--- src/rtl/multicycle_control.sv ---
// Multi-cycle RV32I control FSM: FETCH/DECODE/EXEC/MEM/WB with memory handshake and traps.
// Optional performance counters are enabled by defining MULTICYCLE_CONTROL_PERF_EN.
module multicycle_control #(
  parameter int OPCODE_W    = 7,
  parameter int ALU_OP_W    = 4,
  parameter int MEM_TIMEOUT = 16
) (
  input  logic                clk,
  input  logic                rst,
  input  logic [OPCODE_W-1:0] opcode,
  input  logic                mem_ready,
  output logic                pc_write,
  output logic                ir_write,
  output logic                branch,
  output logic                jump,
  output logic                mem_read,
  output logic                mem_write,
  output logic                alu_src,
  output logic                reg_write,
  output logic [1:0]          mem_to_reg,
  output logic [ALU_OP_W-1:0] alu_op,
  output logic                illegal,
  output logic                mem_err,
`ifdef MULTICYCLE_CONTROL_PERF_EN
  output logic [31:0]         retired,
  output logic [31:0]         stall_cycles,
`endif
  output logic [2:0]          state
);

  typedef enum logic [2:0] {
    S_FETCH  = 3'd0,
    S_DECODE = 3'd1,
    S_EXEC   = 3'd2,
    S_MEM    = 3'd3,
    S_WB     = 3'd4,
    S_TRAP   = 3'd7
  } state_t;

  typedef enum logic [2:0] {
    C_R     = 3'd0,
    C_I     = 3'd1,
    C_LOAD  = 3'd2,
    C_STORE = 3'd3,
    C_BR    = 3'd4,
    C_JAL   = 3'd5,
    C_JALR  = 3'd6
  } class_t;

  localparam logic [OPCODE_W-1:0] OP_R    = OPCODE_W'(7'b0110011);
  localparam logic [OPCODE_W-1:0] OP_I    = OPCODE_W'(7'b0010011);
  localparam logic [OPCODE_W-1:0] OP_LOAD = OPCODE_W'(7'b0000011);
  localparam logic [OPCODE_W-1:0] OP_STOR = OPCODE_W'(7'b0100011);
  localparam logic [OPCODE_W-1:0] OP_BR   = OPCODE_W'(7'b1100011);
  localparam logic [OPCODE_W-1:0] OP_JAL  = OPCODE_W'(7'b1101111);
  localparam logic [OPCODE_W-1:0] OP_JALR = OPCODE_W'(7'b1100111);

  localparam int CNT_W = (MEM_TIMEOUT > 0) ? $clog2(MEM_TIMEOUT + 1) : 1;
  // Last waiting cycle allowed: the counter would reach MEM_TIMEOUT on this one.
  localparam logic [CNT_W-1:0] CNT_LAST = CNT_W'(MEM_TIMEOUT - 1);

  state_t           state_q, state_d;
  class_t           class_q, class_d;
  logic             illegal_q, illegal_d;
  logic             mem_err_q, mem_err_d;
  logic [CNT_W-1:0] cnt_q, cnt_d;
  logic             waiting_s;
  logic [2:0]       aop3_s;

  // {alu_src, alu_op[2:0]} selected by the latched class
  function automatic logic [3:0] class_alu(input class_t c);
    logic [3:0] r;
    case (c)
      C_R:     r = {1'b0, 3'd2};
      C_I:     r = {1'b1, 3'd3};
      C_LOAD:  r = {1'b1, 3'd0};
      C_STORE: r = {1'b1, 3'd0};
      C_BR:    r = {1'b0, 3'd1};
      C_JAL:   r = {1'b0, 3'd4};
      C_JALR:  r = {1'b1, 3'd4};
      default: r = 4'd0;
    endcase
    return r;
  endfunction

  // Next-state, class latch, sticky traps and wait counter
  always_comb begin
    state_d   = state_q;
    class_d   = class_q;
    illegal_d = illegal_q;
    mem_err_d = mem_err_q;
    cnt_d     = '0;
    waiting_s = 1'b0;
    case (state_q)
      S_FETCH: begin
        waiting_s = 1'b1;
        if (mem_ready) state_d = S_DECODE;
        else           state_d = S_FETCH;
      end
      S_DECODE: begin
        state_d = S_EXEC;
        case (opcode)
          OP_R:    class_d = C_R;
          OP_I:    class_d = C_I;
          OP_LOAD: class_d = C_LOAD;
          OP_STOR: class_d = C_STORE;
          OP_BR:   class_d = C_BR;
          OP_JAL:  class_d = C_JAL;
          OP_JALR: class_d = C_JALR;
          default: begin
            illegal_d = 1'b1;
            state_d   = S_TRAP;
          end
        endcase
      end
      S_EXEC: begin
        case (class_q)
          C_BR:           state_d = S_FETCH;
          C_LOAD, C_STORE: state_d = S_MEM;
          default:        state_d = S_WB;
        endcase
      end
      S_MEM: begin
        waiting_s = 1'b1;
        if (!mem_ready)              state_d = S_MEM;
        else if (class_q == C_STORE) state_d = S_FETCH;
        else                         state_d = S_WB;
      end
      S_WB:    state_d = S_FETCH;
      S_TRAP:  state_d = S_TRAP;
      default: state_d = S_TRAP;
    endcase

    // mem_ready on the final allowed cycle wins over the timeout
    if (waiting_s && !mem_ready) begin
      if ((MEM_TIMEOUT > 0) && (cnt_q == CNT_LAST)) begin
        mem_err_d = 1'b1;
        state_d   = S_TRAP;
      end else begin
        cnt_d = cnt_q + CNT_W'(1);
      end
    end else begin
      cnt_d = '0;
    end
  end

  // Control state registers
  always_ff @(posedge clk or posedge rst) begin
    if (rst) begin
      state_q   <= S_FETCH;
      class_q   <= C_R;
      illegal_q <= 1'b0;
      mem_err_q <= 1'b0;
      cnt_q     <= '0;
    end else begin
      state_q   <= state_d;
      class_q   <= class_d;
      illegal_q <= illegal_d;
      mem_err_q <= mem_err_d;
      cnt_q     <= cnt_d;
    end
  end

  // Datapath controls decoded from state and latched class
  always_comb begin
    pc_write   = 1'b0;
    ir_write   = 1'b0;
    branch     = 1'b0;
    jump       = 1'b0;
    mem_read   = 1'b0;
    mem_write  = 1'b0;
    alu_src    = 1'b0;
    reg_write  = 1'b0;
    mem_to_reg = 2'b00;
    aop3_s     = 3'd0;
    case (state_q)
      S_FETCH: begin
        mem_read = 1'b1;
        ir_write = mem_ready;
      end
      S_EXEC: begin
        {alu_src, aop3_s} = class_alu(class_q);
        branch   = (class_q == C_BR);
        pc_write = (class_q == C_BR);
        jump     = (class_q == C_JAL) || (class_q == C_JALR);
      end
      S_MEM: begin
        {alu_src, aop3_s} = class_alu(class_q);
        if (class_q == C_STORE) begin
          mem_write = 1'b1;
          pc_write  = mem_ready;
        end else begin
          mem_read = 1'b1;
        end
      end
      S_WB: begin
        {alu_src, aop3_s} = class_alu(class_q);
        reg_write = 1'b1;
        pc_write  = 1'b1;
        if (class_q == C_LOAD)                          mem_to_reg = 2'b01;
        else if ((class_q == C_JAL) || (class_q == C_JALR)) mem_to_reg = 2'b10;
        else                                            mem_to_reg = 2'b00;
      end
      default: begin
        pc_write = 1'b0;
      end
    endcase
  end

  assign alu_op  = ALU_OP_W'(aop3_s);
  assign illegal = illegal_q;
  assign mem_err = mem_err_q;
  assign state   = state_q;

`ifdef MULTICYCLE_CONTROL_PERF_EN
  logic [31:0] retired_q, retired_d;
  logic [31:0] stall_q, stall_d;

  // Retire and stall counting; TRAP emits no strobes and never waits, so both freeze there
  always_comb begin
    retired_d = retired_q;
    stall_d   = stall_q;
    if (pc_write && (state_q != S_TRAP)) retired_d = retired_q + 32'd1;
    else                                 retired_d = retired_q;
    if (waiting_s && !mem_ready) stall_d = stall_q + 32'd1;
    else                         stall_d = stall_q;
  end

  // Performance counter registers
  always_ff @(posedge clk or posedge rst) begin
    if (rst) begin
      retired_q <= 32'd0;
      stall_q   <= 32'd0;
    end else begin
      retired_q <= retired_d;
      stall_q   <= stall_d;
    end
  end

  assign retired      = retired_q;
  assign stall_cycles = stall_q;
`endif

endmodule

--- config.mk ---
export PLATFORM = sky130hd
export DESIGN_NAME = multicycle_control
export DESIGN_NICKNAME = d
export VERILOG_FILES = /design/src/rtl/multicycle_control.sv
export SDC_FILE = /design/constraint.sdc
export NUM_CORES = 1
export LEC_CHECK = 0
export CORE_UTILIZATION = 25
export CTS_CLUSTER_DIAMETER = 150
export CTS_CLUSTER_SIZE = 20
export DETAILED_ROUTE_END_ITERATION = 8
export DONT_BUFFER_PORTS = 1
export PLACE_DENSITY_LB_ADDON = 0.05
export REMOVE_ABC_BUFFERS = 1
export SYNTH_ARGS = -nofsm -noshare
export SYNTH_HDL_FRONTEND = slang
export SYNTH_SLANG_ARGS = --single-unit
--- constraint.sdc ---
create_clock -name clk -period 1.5 [get_ports clk]
set_input_delay 0.225 -clock clk [delete_from_list [all_inputs] [get_ports clk]]
set_output_delay 0.225 -clock clk [all_outputs]
set_load 0.02 [all_outputs]
==> results of run 1 <==
==> worst register-to-register path, stage by stage, from the launching register on <==
cell	delay, ns
dfrtp_2	0.46
buf_6	0.13
or3b_4	0.40
or2_1	0.25
nor3_2	0.16
o22a_1	0.13
==> sequential cells by signal, indices dropped and copies added, names as in the netlist <==
name	flops
class_q	3
cnt_q	5
illegal	1
mem_err	1
state	3
==> cell families after synthesis <==
| logic type | count (synthesis) |
|---|---|
| buf+inv | 12 |
| mux | 1 |
| other cells | 1 |
| compound gates | 21 |
| fa+ha+maj | 1 |
| xor+xnor | 5 |
| simple gates | 59 |
| flops | 13 |
==> worst max-delay path by stage <==
stage	start	to	slack (ns)	cells after the start
floorplan	state[0]	alu_op[0]	-0.35	5
global placement	state[1]	state[2]	-0.02	5
detailed placement	state[1]	state[2]	-0.02	5
CTS	class_q[1]	pc_write	-0.21	5
global route	class_q[1]	jump	-0.27	6
finish	class_q[0]	pc_write	-0.18	5
==> cells in the final DEF (no fill, tap or decap), types with 4 or more instances in the layout <==
cell type | Yosys | final
nand2_1 | 10 | 7
nor3_1 | 9 | 4
a21oi_1 | 6 | 6
nor2_1 | 15 | 11
buf_4 | 1 | 23
nand2b_1 | 5 | 4
buf_6 | 0 | 10
dfrtp_1 | 13 | 10
nor3_2 | 1 | 5
==> final cells by class <==
class	count	area share
Timing Repair Buffer	34	0.220
Inverter	4	0.0130
Clock buffer	4	0.0195
Multi-Input combinational cell	88	0.460
Sequential cell	13	0.245
Tap cell	46	0.0428
==> metal layers <==
metal  vias up  track usage  wire length (µm)
met3         2       0.0210               156
met4         0       0.0476                21
li1        447            -                 -
met2        28        0.180               997
met1       403        0.197              1200
met5         -            0                 0
==> report_power, final <==
part           internal, mW  total (mW)  switching [mW]
combinational        0.0171      0.0402          0.0231
clock                 0.103       0.210           0.107
sequential            0.352       0.354         0.00245
==> metrics by stage <==
step	setup TNS, ns	setup WS, ns	cells	area (µm²)
after CTS	-1.31	-0.210	187	1280
final	-1.35	-0.180	189	1350
after detailed placement	-0.0271	-0.0240	176	1100
after floorplan	-1.50	-0.354	105	851
after global placement	-0.0171	-0.0164	176	1100
after global routing	-2.43	-0.268	189	1350
==> timing repair <==
action	4_1_cts	5_1_grt
endpoints found under the setup margin	15	16
gates resized for setup	28	13
hold buffers	1	0
buffers inserted	6	3
hold endpoints to repair	13	0
pin swaps	8	7
==> results.tsv, run 1 <==
stage	metric	value	unit
critical_path	crit_slowest_cell	or3b_4	
yosys	seq_area_frac_synth	0.366	
cts	root_buffer	clkbuf_4	
critical_path	r2r-start	state[0]	
cells_and_area	drive_gt1_frac	0.427	
floorplan	design.core.area	3360	µm²
cells_and_area	syn_to_final_growth	51.4	%
floorplan	dieHeight	61.6	µm
yosys	synth-xor-area-share	0.0493	
yosys	synthTopCellsByArea	dfrtp_1 (37%), nor2_1 (6.3%), nor3_1 (5.1%)	
place	dp_hpwl	1840	µm
sta	period_needed	1.68	ns
cells_and_area	diodes	0	
sta	max_freq	595	MHz
drt	wl_per_cell	12.6	µm
yosys	yosysMostFrequentCell	nor2_1	
drt	drt_wl_total	2380	µm
yosys	synth_adder_area_share	0.0141	
critical_path	worstPathCellList	or3b_4 > nor2_2 > a21oi_1 > o21ai_1 > buf_4	
cts	cts.sinks	13	
sta	setup_viol	13	
cts	clock_latency	0.27	ns
power_and_ir_drop	power_density	450	nW/µm²
yosys	ys_types	36	
min_path	holdPathEnd	class_q[2]	
cts	numCtsBuffers	3	
critical_path	slowest_delay	0.41	ns
power_and_ir_drop	power_leakage	0.575	nW
sta	slew_violations	0	
critical_path	worstPathArrival	1.46	ns
sta	setup_ws	-0.180	ns
drt	firstDrtPassIters	4	
cts	ctsHtreeMaxLevel	1	
sta	rsz0062_at_grt	yes	
floorplan	rows	21	
critical_path	worstSetupEndpointType	primary output	
place	port_buffers	0	
global_routing	grt_max_degree	14	
min_path	hp-start	opcode[2]	
yosys	synth_commonest_cells	nor2_1 (15), dfrtp_1 (13), nand2_1 (10)	
critical_path	path_max_fanout	3	
drt	post_drt_via_cell_ratio	4.66	
floorplan	ioPinCount	29	
global_routing	antenna_found_initial	0	
yosys	syn_inst	113	
cells_and_area	multiInputGateArea	619	µm²
floorplan	initial_core_util	0.264	
cts	clockBufferDepth	2	
global_routing	grt_pass1_wl	3550	µm
critical_path	path_delay_family	simple AND/OR/NAND/NOR gates	
drt	drc	0	
sta	period_share	1.12	
yosys	synth_ff_type	dfrtp_1	
outcome	violations	negative setup slack	
yosys	synth_mux_area_frac	0.0113	
yosys	synth_top_area_cell	dfrtp_1	
cts	clk_pin_slew	0.08	ns
outcome	outcome	finished, violations left	
yosys	synth_edf_count	0	
critical_path	path_class	flop to primary output	
yosys	synth_compound_area_frac	0.152	
global_routing	grt_use_total	0.129	
critical_path	required	1.27	ns
critical_path	reg2reg_depth	5	
sta	worst_hold_slack	0.104	ns
yosys	synthArstFlopShare	1.00	
yosys	yosys.area_share.simple	0.344	
global_routing	grt_pass1_vias	756	
min_path	hold_path_class	primary input to flop	
place	gp_congestion	0.762	
cells_and_area	final_net_count	155	
cts	cts_tree	done	
drt	ant_nets	0	
critical_path	critPathBufInv	1	
sta	clock_skew	0.00375	ns
power_and_ir_drop	total_power	605	µW
yosys	yosys_warnings	0	
yosys	yosysTopAreaCellShare	0.366	
power_and_ir_drop	max-vdd-ir-drop	0.000240	V
critical_path	r2r_setup_slack	-0.09	ns
sta	hold_viol	0	
yosys	postSynthAreaPerCell	7.86	µm²
yosys	synth_top_family_by_area	simple AND/OR/NAND/NOR gates	
drt	via_count	880	
global_routing	grt_overflow	0	
floorplan	dieArea	3800	µm²
yosys	syn_area	888	µm²
yosys	synth-seq-cells	13	
min_path	min_path_cells	1	
flow_run	maxCapViolCount	0	
floorplan	die_w	61.6	µm
critical_path	cp-start-kind	flop	
cells_and_area	regArea	329	µm²
drt	initialDrtViolationCount	28	
cells_and_area	final_core_util	0.400	
cells_and_area	nFillCells	368	
critical_path	r2r_end	class_q[2]	
Note: power is estimated with default switching activity, not from simulation.
==> run 2, diff against run 1 <==
--- a/config.mk
+++ b/config.mk
@@ -15,3 +15,4 @@
 export SYNTH_ARGS = -nofsm -noshare
 export SYNTH_HDL_FRONTEND = slang
 export SYNTH_SLANG_ARGS = --single-unit
+export TNS_END_PERCENT = 10
==> results.tsv, run 2 (synthesis results as in run 1) <==
stage	metric	value	unit
outcome	outcome	finished, violations left	
outcome	violations	negative setup slack	
power_and_ir_drop	power_density	492	nW/µm²
sta	rsz0062_at_grt	yes	
global_routing	grt_use_met1	0.194	
floorplan	ioPinCount	29	
cells_and_area	largest_register_ffs	5	
flow_run	maxCapViolCount	0	
power_and_ir_drop	max-vdd-ir-drop	0.000239	V
critical_path	worstPathArrival	1.46	ns
cts	clk_pin_slew	0.08	ns
cts	clock_latency	0.27	ns
sta	max_freq	594	MHz
drt	post_drt_via_cell_ratio	4.69	
cts	clockBufferDepth	2	
power_and_ir_drop	total_power	604	µW
drt	via_count	854	
global_routing	grt_overflow	0	
critical_path	required	1.27	ns
sta	setup_ws	-0.184	ns
min_path	hold_path_class	primary input to flop	
drt	initialDrtViolationCount	17	
floorplan	dieArea	3800	µm²
cells_and_area	syn_to_final_growth	38.0	%
cells_and_area	mostFrequentLayoutCell	buf_4	
place	port_buffers	0	
place	gp_congestion	0.762	
cells_and_area	diodes	0	
critical_path	path_max_fanout	4	
cts	cts.sinks	13	
cells_and_area	final_cell_mix	buf_4 (24), nor2_1 (11), dfrtp_1 (10)	
critical_path	path_class	flop to primary output	
power_and_ir_drop	power_leakage	0.524	nW
global_routing	grt_max_degree	14	
drt	wl_per_cell	12.9	µm
cts	numCtsBuffers	3	
sta	period_needed	1.68	ns
sta	setup_viol	13	
floorplan	design.core.area	3360	µm²
sta	worst_hold_slack	0.104	ns
floorplan	die_w	61.6	µm
sta	hold_viol	0	
global_routing	antenna_found_initial	0	
cts	ctsHtreeMaxLevel	1	
sta	period_share	1.12	
drt	drc	0	
global_routing	top_usage_layer	met1	
cells_and_area	largest-register	cnt_q	
critical_path	cp-start-kind	flop	
cells_and_area	final_net_count	148	
drt	drt_wl_total	2340	µm
global_routing	grt_use_total	0.129	
drt	ant_nets	0	
global_routing	grt_pass1_vias	737	
cts	cts_tree	done	
cells_and_area	drive_gt1_frac	0.375	
floorplan	initial_core_util	0.264	
floorplan	rows	21	
critical_path	worstSetupEndpointType	primary output	
cts	root_buffer	clkbuf_4	
floorplan	dieHeight	61.6	µm
global_routing	grt_use_met3	0.0210	
place	dp_hpwl	1840	µm
cells_and_area	nFillCells	377	
drt	firstDrtPassIters	4	
global_routing	grt_pass1_wl	3550	µm
global_routing	grtUsageMet2	0.184	
sta	slew_violations	0	
sta	clock_skew	0.00466	ns
==> run 2: layout make-up <==
class / instances / area, µm² / share of cell area
Multi-Input combinational cell: 88 / 586 / 0.478
Sequential cell: 13 / 329 / 0.268
Timing Repair Buffer: 27 / 213 / 0.173
Tap cell: 46 / 57.6 / 0.0469
Clock buffer: 4 / 26.3 / 0.0214
Inverter: 4 / 15.0 / 0.0122
==> run 2: final timing paths <==
path	cells past startpoint	slack, ns	end	start
worst max-delay path	5	-0.18	pc_write	class_q[1]
worst min-delay path	1	0.10	class_q[2]	opcode[2]
worst max register to register	5	-0.05	class_q[2]	state[0]
worst min register to register	1	0.47	cnt_q[0]	cnt_q[0]
max in group asynchronous	2	0.72	state[1]	rst
min in group asynchronous	2	0.41	mem_err	rst
==> run 2: metal layers <==
layer,part of all wire,up-vias
li1,-,433
met1,0.53,388
met2,0.40,31
met3,0.063,2
met4,0.0090,0
met5,0,-
==> run 2: per-stage QoR <==
stage | instance area [µm²] | util | setup WS (ns) | TNS [ns] | std cells
after floorplan | 851 | - | -0.354 | -1.50 | 105
after global placement | 1100 | 0.326 | -0.0164 | -0.0171 | 176
after detailed placement | 1100 | 0.326 | -0.0240 | -0.0271 | 176
after CTS | 1180 | 0.350 | -0.212 | -1.74 | 182
after global routing | 1230 | 0.365 | -0.265 | -2.21 | 182
final | 1230 | 0.365 | -0.184 | -1.18 | 182
==> run 2: report_power, final <==
group          switching (mW)  internal (mW)  total [mW]
combinational          0.0222         0.0165      0.0387
sequential            0.00252          0.352       0.354
clock                   0.108          0.103       0.210
total                   0.132          0.471       0.604
==> run 2: worst max-delay path: stages (launching register included) <==
cell	delay [ns]
dfrtp_1	0.41
or3b_4	0.40
nor2_2	0.09
a21oi_1	0.04
o21ai_1	0.11
buf_4	0.15
==> run 2: what timing repair did <==
item / CTS / global route
endpoints found under the setup margin: 15 / 15
gates resized for setup: 13 / 12
hold endpoints to repair: 13 / 0
hold buffers: 1 / 0
pin swaps: 3 / 2
setup buffers: 1 / 0
==> run 3, diff against run 2 <==
--- a/config.mk
+++ b/config.mk
@@ -10,6 +10,7 @@
 export CTS_CLUSTER_SIZE = 20
 export DETAILED_ROUTE_END_ITERATION = 8
 export DONT_BUFFER_PORTS = 1
+export GPL_TIMING_DRIVEN = 0
 export PLACE_DENSITY_LB_ADDON = 0.05
 export REMOVE_ABC_BUFFERS = 1
 export SYNTH_ARGS = -nofsm -noshare
==> constraint.sdc (replaced) <==
create_clock -name clk -period 1.4 [get_ports clk]
set_input_delay 0.21 -clock clk [delete_from_list [all_inputs] [get_ports clk]]
set_output_delay 0.21 -clock clk [all_outputs]
set_load 0.02 [all_outputs]
==> results.tsv, run 3 (synthesis results as in run 1) <==
stage	metric	value	unit
cts	ctsHtreeMaxLevel	1	
critical_path	path_max_fanout	7	
floorplan	design.core.area	3360	µm²
cts	clk_pin_slew	0.08	ns
cts	numCtsBuffers	3	
cells_and_area	final_net_count	139	
critical_path	r2r-start	state[0]	
critical_path	crit_slowest_cell	dfrtp_2	
global_routing	grt_pass1_vias	847	
cells_and_area	fin_cells	173	
cells_and_area	largest-register	cnt_q	
cells_and_area	largest_register_ffs	5	
place	dp_hpwl	1590	µm
sta	slew_headroom	0.638	
global_routing	antenna_found_initial	0	
cells_and_area	syn_to_final_growth	43.0	%
sta	setup_viol	20	
sta	worst_hold_slack	0.0792	ns
cells_and_area	diodes	0	
critical_path	required	1.19	ns
place	dpl_cell_area	908	µm²
cells_and_area	stdcell_area	1270	µm²
sta	hold_viol	0	
floorplan	dieHeight	61.6	µm
critical_path	slowest_delay	0.53	ns
drt	via_count	876	
power_and_ir_drop	pwr-share-seq	0.570	
place	dp_slack	-0.663	ns
drt	firstDrtPassIters	4	
cts	root_buffer	clkbuf_4	
cts	clock_latency	0.27	ns
sta	slew_violations	0	
critical_path	worstSetupEndpointType	primary output	
power_and_ir_drop	power_leakage	0.526	nW
power_and_ir_drop	swShare	0.239	
drt	ant_nets	0	
place	port_buffers	0	
critical_path	cp-startpoint	state[1]	
floorplan	ioPinCount	29	
global_routing	grt_pass1_wl	4080	µm
power_and_ir_drop	total_power	666	µW
power_and_ir_drop	power_density	525	nW/µm²
critical_path	path_common_cell	nor2_4	
drt	drc	0	
cells_and_area	nFillCells	372	
power_and_ir_drop	p_int	507	µW
critical_path	worstPathArrival	1.52	ns
sta	period_share	1.24	
flow_run	maxCapViolCount	0	
min_path	hp-start	opcode[2]	
sta	setup_ws	-0.332	ns
cells_and_area	final_cell_mix	buf_4 (11), nand2_1 (7), nor2_1 (7), dfrtp_1 (7)	
sta	tightest_slew	0.543	ns
outcome	outcome	finished, violations left	
cts	cts_tree	done	
floorplan	initial_core_util	0.264	
cts	clockBufferDepth	2	
critical_path	path_class	flop to primary output	
critical_path	path_delay_family	simple AND/OR/NAND/NOR gates	
drt	initialDrtViolationCount	36	
cells_and_area	regArea	335	µm²
place	dp_cells	151	
sta	rsz0062_at_grt	yes	
floorplan	dieArea	3800	µm²
power_and_ir_drop	power.switching	159	µW
drt	wl_per_cell	15.3	µm
cells_and_area	drive_gt1_frac	0.457	
power_and_ir_drop	combinationalPowerShare	0.069	
critical_path	critPathBufInv	1	
cells_and_area	multiInputGateArea	689	µm²
global_routing	grt_use_total	0.152	
cts	cts.sinks	13	
drt	post_drt_via_cell_ratio	5.06	
cells_and_area	mostFrequentLayoutCell	buf_4	
drt	drt_wl_total	2650	µm
sta	period_needed	1.73	ns
global_routing	grt_overflow	0	
power_and_ir_drop	clkPwrFrac	0.361	
min_path	hold_path_class	primary input to flop	
place	gp_congestion	0.658	
power_and_ir_drop	max-vdd-ir-drop	0.000378	V
critical_path	r2r_setup_slack	-0.32	ns
floorplan	rows	21	
sta	max_freq	577	MHz
floorplan	die_w	61.6	µm
global_routing	grt_max_degree	14	
critical_path	worstPathCellList	nor2_4 > nand2_4 > inv_6 > nor2_4 > nor3_4	
sta	clock_skew	0.000631	ns
critical_path	cp-start-kind	flop	
outcome	violations	negative setup slack	
[run 3: per-layer routing]
metal / vias up / GRT usage / share of wire
li1: 421 / - / -
met1: 432 / 0.215 / 0.50
met2: 21 / 0.229 / 0.45
met3: 2 / 0.0294 / 0.042
met4: 0 / 0.0571 / 0.0083
met5: - / 0 / 0
[run 3: cell type report]
| type | instances | share of cell area |
|---|---|---|
| repair buffers | 18 | 0.111 |
| inverters | 4 | 0.0158 |
| well taps | 46 | 0.0453 |
| clock buffers | 4 | 0.0207 |
| flip-flops and latches | 13 | 0.264 |
| multi-input cells | 88 | 0.543 |
[run 3: final timing paths]
check | end | depth (start not counted)
min reg2reg | cnt_q[0] | 1
max | alu_op[0] | 5
max reg2reg | class_q[2] | 5
max in group asynchronous | state[2] | 2
min | class_q[2] | 1
min in group asynchronous | class_q[1] | 2
[run 3: per-stage QoR]
stage                util  TNS (ns)
finish              0.378     -4.28
global placement    0.270     -6.66
floorplan               -     -2.55
CTS                 0.349     -4.46
global route        0.378     -5.89
detailed placement  0.270     -6.66
[run 3: power groups by stage]
stage	Combinational (mW)	Clock, mW	Sequential [mW]
6_report	0.0460	0.240	0.380
5_1_grt	0.0526	0.268	0.380
4_1_cts	0.0466	0.252	0.380
3_5_place_dp	0.0359	0	0.389
3_3_place_gp	0.0357	0	0.389
2_1_floorplan	0.0301	0	0.388
[run 3: repair_timing]
item | 4_1_cts | 5_1_grt
gates cloned | 0 | 0
setup endpoints to repair | 25 | 26
resized for setup | 47 | 15
endpoints found under the hold margin | 13 | 0
pin swaps | 10 | 10
hold buffers | 1 | 0
setup buffers | 13 | 4
